[src/rtl/rr_mux_pkg.sv]
// rtl/rr_mux_pkg.sv - shared types and constants for the 4:1 round-robin mux
//
// Purpose : common definitions imported by rr_arbiter_4 and rr_mux_4x1.
//   N_IN    - number of merged sources (4)
//   sel_t   - 2-bit source index type
//   state_t - output-register state {EMPTY, FULL}
//   PTR_RST - pointer reset value; 3 makes the first search start at source 0
package rr_mux_pkg;

   localparam int N_IN = 4;

   typedef logic [1:0] sel_t;

   typedef enum logic {
      EMPTY = 1'b0,
      FULL  = 1'b1
   } state_t;

   localparam sel_t PTR_RST = 2'd3;

   // One-hot ready vector for a granted source index.
   function automatic logic [N_IN-1:0] onehot(input sel_t idx);
      logic [N_IN-1:0] v;
      v = '0;
      v[idx] = 1'b1;
      return v;
   endfunction

endpackage

[src/rtl/rr_arbiter_4.sv]
// rtl/rr_arbiter_4.sv - 4-way grant selection, round-robin or fixed priority
//
// Purpose : picks one requesting source per cycle (purely combinational).
// Config  : RR_MUX_ROUND_ROBIN_EN defined   -> round-robin search starting
//                                              after ptr (ptr+1 .. ptr, mod 4)
//           RR_MUX_ROUND_ROBIN_EN undefined -> lowest index wins, ptr ignored
// Ports   :
//   req   in  [3:0]  per-source request
//   ptr   in  sel_t  index granted by the last accepted transfer
//   grant out sel_t  selected source (meaningful only when any=1)
//   any   out 1      at least one request present
module rr_arbiter_4
   import rr_mux_pkg::*;
(
   input  logic [N_IN-1:0] req,
   input  sel_t            ptr,
   output sel_t            grant,
   output logic            any
);

   assign any = |req;

`ifdef RR_MUX_ROUND_ROBIN_EN

   sel_t idx;
   logic found;

   // Offsets 1..4 wrap through the 2-bit cast, so the last candidate
   // examined is ptr itself: the previous winner has lowest priority.
   always_comb begin
      grant = ptr;
      found = 1'b0;
      idx   = ptr;
      for (int k = 1; k <= N_IN; k++) begin
         idx = ptr + sel_t'(k);
         if (!found && req[idx]) begin
            grant = idx;
            found = 1'b1;
         end
      end
   end

`else

   // ptr only matters in the round-robin build.
   logic unused_ptr;
   assign unused_ptr = ^ptr;

   always_comb begin
      grant = 2'd0;
      casez (req)
         4'b???1: grant = 2'd0;
         4'b??10: grant = 2'd1;
         4'b?100: grant = 2'd2;
         4'b1000: grant = 2'd3;
         default: grant = 2'd0;
      endcase
   end

`endif

endmodule

[src/rtl/rr_mux_4x1.sv]
// rtl/rr_mux_4x1.sv - 4:1 valid/ready merge with registered output and source tag
//
// Purpose : merges four valid/ready sources into one registered output,
//           sustaining one word per cycle; dout_sel tags each word with its
//           source so a matching 1x4 demux can route it back.
// Config  : RR_MUX_ROUND_ROBIN_EN selects round-robin arbitration
//           (fixed lowest-index priority when undefined).
// Ports   :
//   clk        in   1          clock, rising edge
//   rst_n      in   1          asynchronous active-low reset
//   din        in   4*WIDTH    source data, source i at din[i*WIDTH +: WIDTH]
//   din_valid  in   4          per-source valid
//   din_ready  out  4          per-source ready, at most one bit set
//   dout       out  WIDTH      registered merged data
//   dout_valid out  1          dout holds an unconsumed word
//   dout_ready in   1          downstream accepts dout
//   dout_sel   out  2          source index of the word in dout
module rr_mux_4x1
   import rr_mux_pkg::*;
#(
   parameter int WIDTH = 8
) (
   input  logic                  clk,
   input  logic                  rst_n,
   input  logic [4*WIDTH-1:0]    din,
   input  logic [N_IN-1:0]       din_valid,
   output logic [N_IN-1:0]       din_ready,
   output logic [WIDTH-1:0]      dout,
   output logic                  dout_valid,
   input  logic                  dout_ready,
   output logic [1:0]            dout_sel
);

   state_t           state;
   state_t           state_nxt;
   sel_t             ptr;
   sel_t             grant;
   logic             any;
   logic             can_load;
   logic             in_xfer;
   logic             out_xfer;
   logic [WIDTH-1:0] din_grant;

   rr_arbiter_4 u_arb (
      .req   (din_valid),
      .ptr   (ptr),
      .grant (grant),
      .any   (any)
   );

   assign din_grant = din[grant*WIDTH +: WIDTH];

   // The output register can take a new word when it is empty, or when the
   // word it holds leaves this same cycle (full throughput).
   assign can_load = (state == EMPTY) || dout_ready;

   // rst_n gating keeps din_ready low for the whole reset assertion even
   // though the register has already been forced EMPTY.
   assign in_xfer   = rst_n && can_load && any;
   assign out_xfer  = (state == FULL) && dout_ready;
   assign din_ready = in_xfer ? onehot(grant) : '0;

   assign dout_valid = (state == FULL);

   always_comb begin
      state_nxt = state;
      if (in_xfer) begin
         state_nxt = FULL;
      end else if (out_xfer) begin
         state_nxt = EMPTY;
      end
   end

   always_ff @(posedge clk or negedge rst_n) begin
      if (!rst_n) begin
         state <= EMPTY;
      end else begin
         state <= state_nxt;
      end
   end

   // Data, tag and pointer move only on an accepted input, so a stalled
   // FULL register holds its word and tag unchanged.
   always_ff @(posedge clk or negedge rst_n) begin
      if (!rst_n) begin
         dout     <= '0;
         dout_sel <= 2'd0;
         ptr      <= PTR_RST;
      end else if (in_xfer) begin
         dout     <= din_grant;
         dout_sel <= grant;
         ptr      <= grant;
      end
   end

endmodule

[config.mk]
export PLATFORM = sky130hd
export DESIGN_NAME = rr_mux_4x1
export DESIGN_NICKNAME = d
export VERILOG_FILES = /design/src/rtl/rr_mux_pkg.sv /design/src/rtl/rr_arbiter_4.sv /design/src/rtl/rr_mux_4x1.sv
export SDC_FILE = /design/constraint.sdc
export NUM_CORES = 1
export LEC_CHECK = 0
export BUFFER_PORTS_ARGS = -buffer_cell sky130_fd_sc_hd__buf_4
export CORE_MARGIN = 10
export CORE_UTILIZATION = 40
export CTS_BUF_LIST = sky130_fd_sc_hd__clkbuf_8
export DETAILED_ROUTE_END_ITERATION = 12
export PLACE_DENSITY_LB_ADDON = 0.15
export SYNTH_ARGS = -nofsm -noshare
export SYNTH_HDL_FRONTEND = slang
export SYNTH_HIERARCHICAL = 1
export SYNTH_SLANG_ARGS = --single-unit
[constraint.sdc]
create_clock -name clk -period 1.56 [get_ports clk]
set_input_delay 0.078 -clock clk [delete_from_list [all_inputs] [get_ports clk]]
set_output_delay 0.078 -clock clk [all_outputs]
set_load 0.03 [all_outputs]
==> results of run 1 <==
==> per-stage QoR <==
stage / instance area [um2] / power [mW] / setup WS (ps)
2_1_floorplan: 739 / 0.639 / 28.0
3_3_place_gp: 1170 / 0.830 / -45.0
3_5_place_dp: 1170 / 0.838 / -74.8
4_1_cts: 1220 / 1.14 / 13.9
5_1_grt: 1260 / 1.20 / 14.9
6_report: 1260 / 1.14 / 121
==> registers in the layout (all words and copies together) (netlist names) <==
signal,cells
dout,8
dout_valid,1
dout_sel,2
==> repair_timing <==
| action | CTS | global route |
|---|---|---|
| hold buffers | 1 | 0 |
| gates resized for setup | 0 | 1 |
| setup buffers | 0 | 5 |
| endpoints found under the hold margin | 11 | 0 |
| setup endpoints to repair | 0 | 4 |
==> path summary, 6_finish.rpt <==
check | end | slack (ps) | cells after the start
max in group asynchronous | dout_sel[1]$_DFFE_PN0P_ | 880 | 2
hold / removal | dout_valid$_DFFE_PN0P_ | 60 | 3
min in group asynchronous | dout[5]$_DFFE_PN0P_ | 330 | 2
setup reg to reg | dout[3]$_DFFE_PN0P_ | 240 | 5
hold reg to reg | dout_valid$_DFFE_PN0P_ | 500 | 2
setup / recovery | din_ready[0] | 120 | 5
==> critical path: stages, from the launching register on <==
cell	delay (ps)
dfrtp_1	370
nand2b_1	90
nor2b_1	160
buf_6	140
nor3b_4	170
buf_4	180
==> per-layer routing <==
| layer | routed length [um] | vias to the layer above | track usage |
|---|---|---|---|
| met5 | 0 | - | 0 |
| met4 | 35 | 0 | 0.0587 |
| met3 | 200 | 3 | 0.0448 |
| met2 | 1200 | 27 | 0.205 |
| met1 | 778 | 321 | 0.111 |
| li1 | - | 311 | - |
==> cell type report <==
cell class | count | area, um2 | area share
Timing Repair Buffer | 64 | 487 | 0.386
Multi-Input combinational cell | 32 | 420 | 0.333
Clock inverter | 1 | 3.75 | 0.00297
Tap cell | 25 | 31.3 | 0.0248
Sequential cell | 11 | 275 | 0.218
Inverter | 1 | 3.75 | 0.00297
Clock buffer | 3 | 41.3 | 0.0327
==> placed cells by master, fill, tap and decap left out <==
| cell type | n |
|---|---|
| a21oi_2 | 1 |
| and3_2 | 1 |
| and3b_2 | 2 |
| buf_4 | 62 |
| buf_6 | 1 |
| clkbuf_8 | 3 |
| dfrtp_1 | 11 |
| dlygate4sd3_1 | 1 |
| inv_1 | 2 |
| mux2_2 | 6 |
| mux2_4 | 4 |
| mux4_1 | 4 |
| mux4_2 | 4 |
| nand2_1 | 3 |
| nand2b_1 | 2 |
| nor2_1 | 2 |
| nor2b_1 | 1 |
| nor3_1 | 1 |
| nor3b_4 | 1 |
==> where the power goes <==
group          internal (mW)  switching, mW  total (mW)
combinational          0.256          0.218       0.474
sequential             0.341         0.0304       0.371
clock                  0.174          0.121       0.294
==> metrics.txt, run 1 <==
status=completed; worst rel slew slack=0.660; Max Root-Sink Buffers=2; clock tree sinks=11; Worst setup SP type=register; maximum vdd drop=0.603 mV; worst slew pin tran=509 ps; kind of critical path=reg -> out; hold path startpoint=rst_n; die height=62.7 um; Final #Nets=152; Core ar.=1730 um2; Pleak=0.635 nW; Setup crit start=dout_valid$_DFFE_PN0P_; initial antenna violation count=0; final hold vios=0; # fillers=about 140; clock root buffer=clkbuf_8; P per Cell Area=902 nW/um2; drt first pass iters=4; post-layout util=0.731; WL final=2220 um; Hold Crit Class=in -> reg; grt total ovfl=0; number of max-cap violations=0; layout cells sized above 1=0.759; Arr. time, crit path=between 1000 and 1500 ps; Slew Viols, Final=0; largest net degree at the start of global routing=15; CTS tree=built; area of the mapped netlist=728 um2; first-pass GRT wire length=3650 um; global-route usage over all layers=0.115; RePlAce Congestion=roughly 0.73; chip width=62.7 um; Mapped Cells=just under 50; CP Max Fanout=9; Final Cycle Share=0.923; WHS=62.1 ps; crit path capture type=primary output; CP Data Required Time=approximately 1500 ps; Starting DRT DRC Count=3; Clock Skew=4.73 ps; H-tree depth=1; f_max=695 MHz; Starting Density=0.422; Worst-path clk slew=50 ps; unrepaired setup endpoints after global routing=no; post-route ant nets=0; Ant. Diodes=0; num rows=15; Ports=54; Setup TNS=0 ps; Avg WL per Cell=16.2 um; Die Footprint=3930 um2; Cell Count, Final, Fillers Out=137; routed via count=662; placed insts=127; Port Buffers=53; CTS buffer count=3; Final setup viols=0; area grow syn2layout=73.4%; worst reg2reg path startpoint=dout_valid$_DFFE_PN0P_; Final Critical Period=1440 ps; worst-skew pair later-pin latency=250 ps; Syn Nets=slightly below 90; DRC viols=0; Detail Placement HPWL=1860 um; Synth Area per Inst=between 10 and 15 um2; number of global-route vias before repair=733; synth warn=6; vias per inst=4.83
Power figures use the tool's default switching activity.
==> inputs of run 2 (changes only) <==
Settings changed: ABC_AREA set to 1.
==> metrics.txt, run 2 <==
status=completed (unchanged); drt first pass iters=4 (unchanged); P per Cell Area=801 nW/um2 (was 902 nW/um2); Worst-path clk slew=50 ps (about the same); Ports=54 (unchanged); maximum vdd drop=0.586 mV (was 0.603 mV); final hold vios=0 (unchanged); delay-heaviest family, CP=flip-flops (was simple AND/OR/NAND/NOR gates); Arr. time, crit path=1380 ps (was 1360 ps); CP max stage delay=420 ps (was 370 ps); Pleak=0.899 nW (was 0.635 nW); CP max stage cell=dfrtp_1 (unchanged); WL final=2770 um (was 2220 um); CTS tree=built (unchanged); reg2reg end=dout_sel[0]$_DFFE_PN0P_ (was dout[3]$_DFFE_PN0P_); CP Max Fanout=13 (was 9); worst rel slew slack=0.616 (was 0.660); hold path endpoint=dout_valid$_DFFE_PN0P_ (unchanged); layout cells sized above 1=0.315 (was 0.759); Die Footprint=4590 um2 (was 3930 um2); CTS buffer count=3 (unchanged); routed via count=1074 (was 662); worst slew pin tran=576 ps (was 509 ps); Multi-input gate area=447 um2 (was 420 um2); most frequent cells in the layout=nand2_1, buf_4, inv_1 (was buf_4, dfrtp_1, mux2_2); area grow syn2layout=51.8% (was 73.4%); unrepaired setup endpoints after global routing=yes (was no); Avg WL per Cell=11.5 um (was 16.2 um); Synth Area per Inst=5.82 um2 (was 14.9 um2); sequential cell area=275 um2 (unchanged); Cell Count, Final, Fillers Out=241 (was 137); Starting Density=0.417 (was 0.422); grt total ovfl=0 (unchanged); Worst R2R Setup Slack=460 ps (was 240 ps); number of max-cap violations=0 (unchanged); Max Root-Sink Buffers=2 (unchanged); clock root buffer=clkbuf_8 (unchanged); Final setup viols=0 (unchanged); RePlAce Congestion=0.842 (was 0.729); Final #Nets=253 (was 152); Detail Placement HPWL=2180 um (was 1860 um); Worst setup SP type=register (unchanged); Starting DRT DRC Count=48 (was 3); f_max=688 MHz (was 695 MHz); H-tree depth=1 (unchanged); Largest Register=dout (unchanged); largest net degree at the start of global routing=20 (was 15); Port Buffers=53 (unchanged); placed insts=234 (was 127); flip-flop count of the largest register after layout=8 (unchanged); Mapped Cells=157 (was 49); commonest non-fill, non-tap cell in the layout=nand2_1 (was buf_4); global-route usage over all layers=0.128 (was 0.115); number of global-route vias before repair=1010 (was 733); die height=67.8 um (was 62.7 um); first-pass GRT wire length=4510 um (was 3650 um); Slew Viols, Final=0 (unchanged); chip width=67.8 um (was 62.7 um); reg2reg path depth=4 (was 5); Syn Nets=196 (was 88); Hold Crit Depth=3 (unchanged); Worst Path Buf+Inv=2 (unchanged); # fillers=210 (was 138); CTS-repair resized insts=0 (unchanged); vias per inst=4.46 (was 4.83); DRC viols=0 (unchanged); CP cell instances=a21oi_4 > inv_4 > nor3_4 > buf_4 (was nand2b_1 > nor2b_1 > buf_6 > nor3b_4 > buf_4); hold path startpoint=rst_n (unchanged); Final Cycle Share=0.932 (was 0.923); num rows=17 (was 15); worst-skew pair later-pin latency=250 ps (about the same); Clock Skew=1.97 ps (was 4.73 ps); Hold Crit Class=in -> reg (unchanged); worst reg2reg path startpoint=dout_valid$_DFFE_PN0P_ (unchanged); post-route ant nets=0 (unchanged); CP Data Required Time=1480 ps (about the same); Setup TNS=0 ps (unchanged); Final Critical Period=1450 ps (was 1440 ps); Ant. Diodes=0 (unchanged); WHS=94.7 ps (was 62.1 ps); kind of critical path=reg -> out (unchanged); area of the mapped netlist=913 um2 (was 728 um2); crit path capture type=primary output (unchanged); Core ar.=2190 um2 (was 1730 um2); initial antenna violation count=0 (unchanged); synth warn=6 (unchanged); clock tree sinks=11 (unchanged)
## run 2: tightest hold or removal path, stage by stage
cell and delay, ps:
buf_4 100, nand2_2 60, nand2_1 60
## run 2: report_power, final
part	switching, mW	total (mW)	internal, mW
clock network	0.117	0.294	0.176
logic	0.263	0.457	0.194
registers	0.0274	0.360	0.333
## run 2: cell type report
type / instances / share of cell area
clock buffers: 3 / 0.0298
repair buffers: 58 / 0.316
well taps: 28 / 0.0253
inverters: 38 / 0.105
flip-flops and latches: 11 / 0.199
clock inverters: 1 / 0.00361
multi-input cells: 102 / 0.322
## run 2: timing repair
action | CTS | global route
hold buffers | 1 | 0
pin swaps | 1 | 1
endpoints found under the hold margin | 11 | 0
endpoints found under the setup margin | 1 | 4
setup buffers | 0 | 2
## run 2: metal layers
| layer | track usage | up-vias | share of wire |
|---|---|---|---|
| met5 | 0 | - | 0 |
| met4 | 0.0603 | 0 | 0.023 |
| met3 | 0.0529 | 5 | 0.092 |
| met2 | 0.215 | 36 | 0.50 |
| met1 | 0.137 | 471 | 0.39 |
| li1 | - | 562 | - |
## run 2: worst max-delay path by stage
stage	slack, ps	start	endpoint	depth (start not counted)
floorplan	120	dout_valid$_DFFE_PN0P_	din_ready[2]	3
global placement	210	din_valid[1]	dout[0]$_DFFE_PN0P_	9
detailed placement	200	din_valid[1]	dout[7]$_DFFE_PN0P_	9
CTS	9	dout_valid$_DFFE_PN0P_	din_ready[1]	4
global route	-20	dout_valid$_DFFE_PN0P_	din_ready[3]	4
finish	110	dout_valid$_DFFE_PN0P_	din_ready[1]	4
## run 2: metrics by stage
| step | utilization | setup slack (ps) | power [mW] | cell area, um2 |
|---|---|---|---|---|
| floorplan | - | 118 | 0.628 | 913 |
| global placement | 0.600 | 208 | 0.814 | 1320 |
| detailed placement | 0.600 | 202 | 0.818 | 1320 |
| CTS | 0.626 | 8.67 | 1.12 | 1370 |
| global route | 0.633 | -19.1 | 1.19 | 1390 |
| finish | 0.633 | 106 | 1.11 | 1390 |
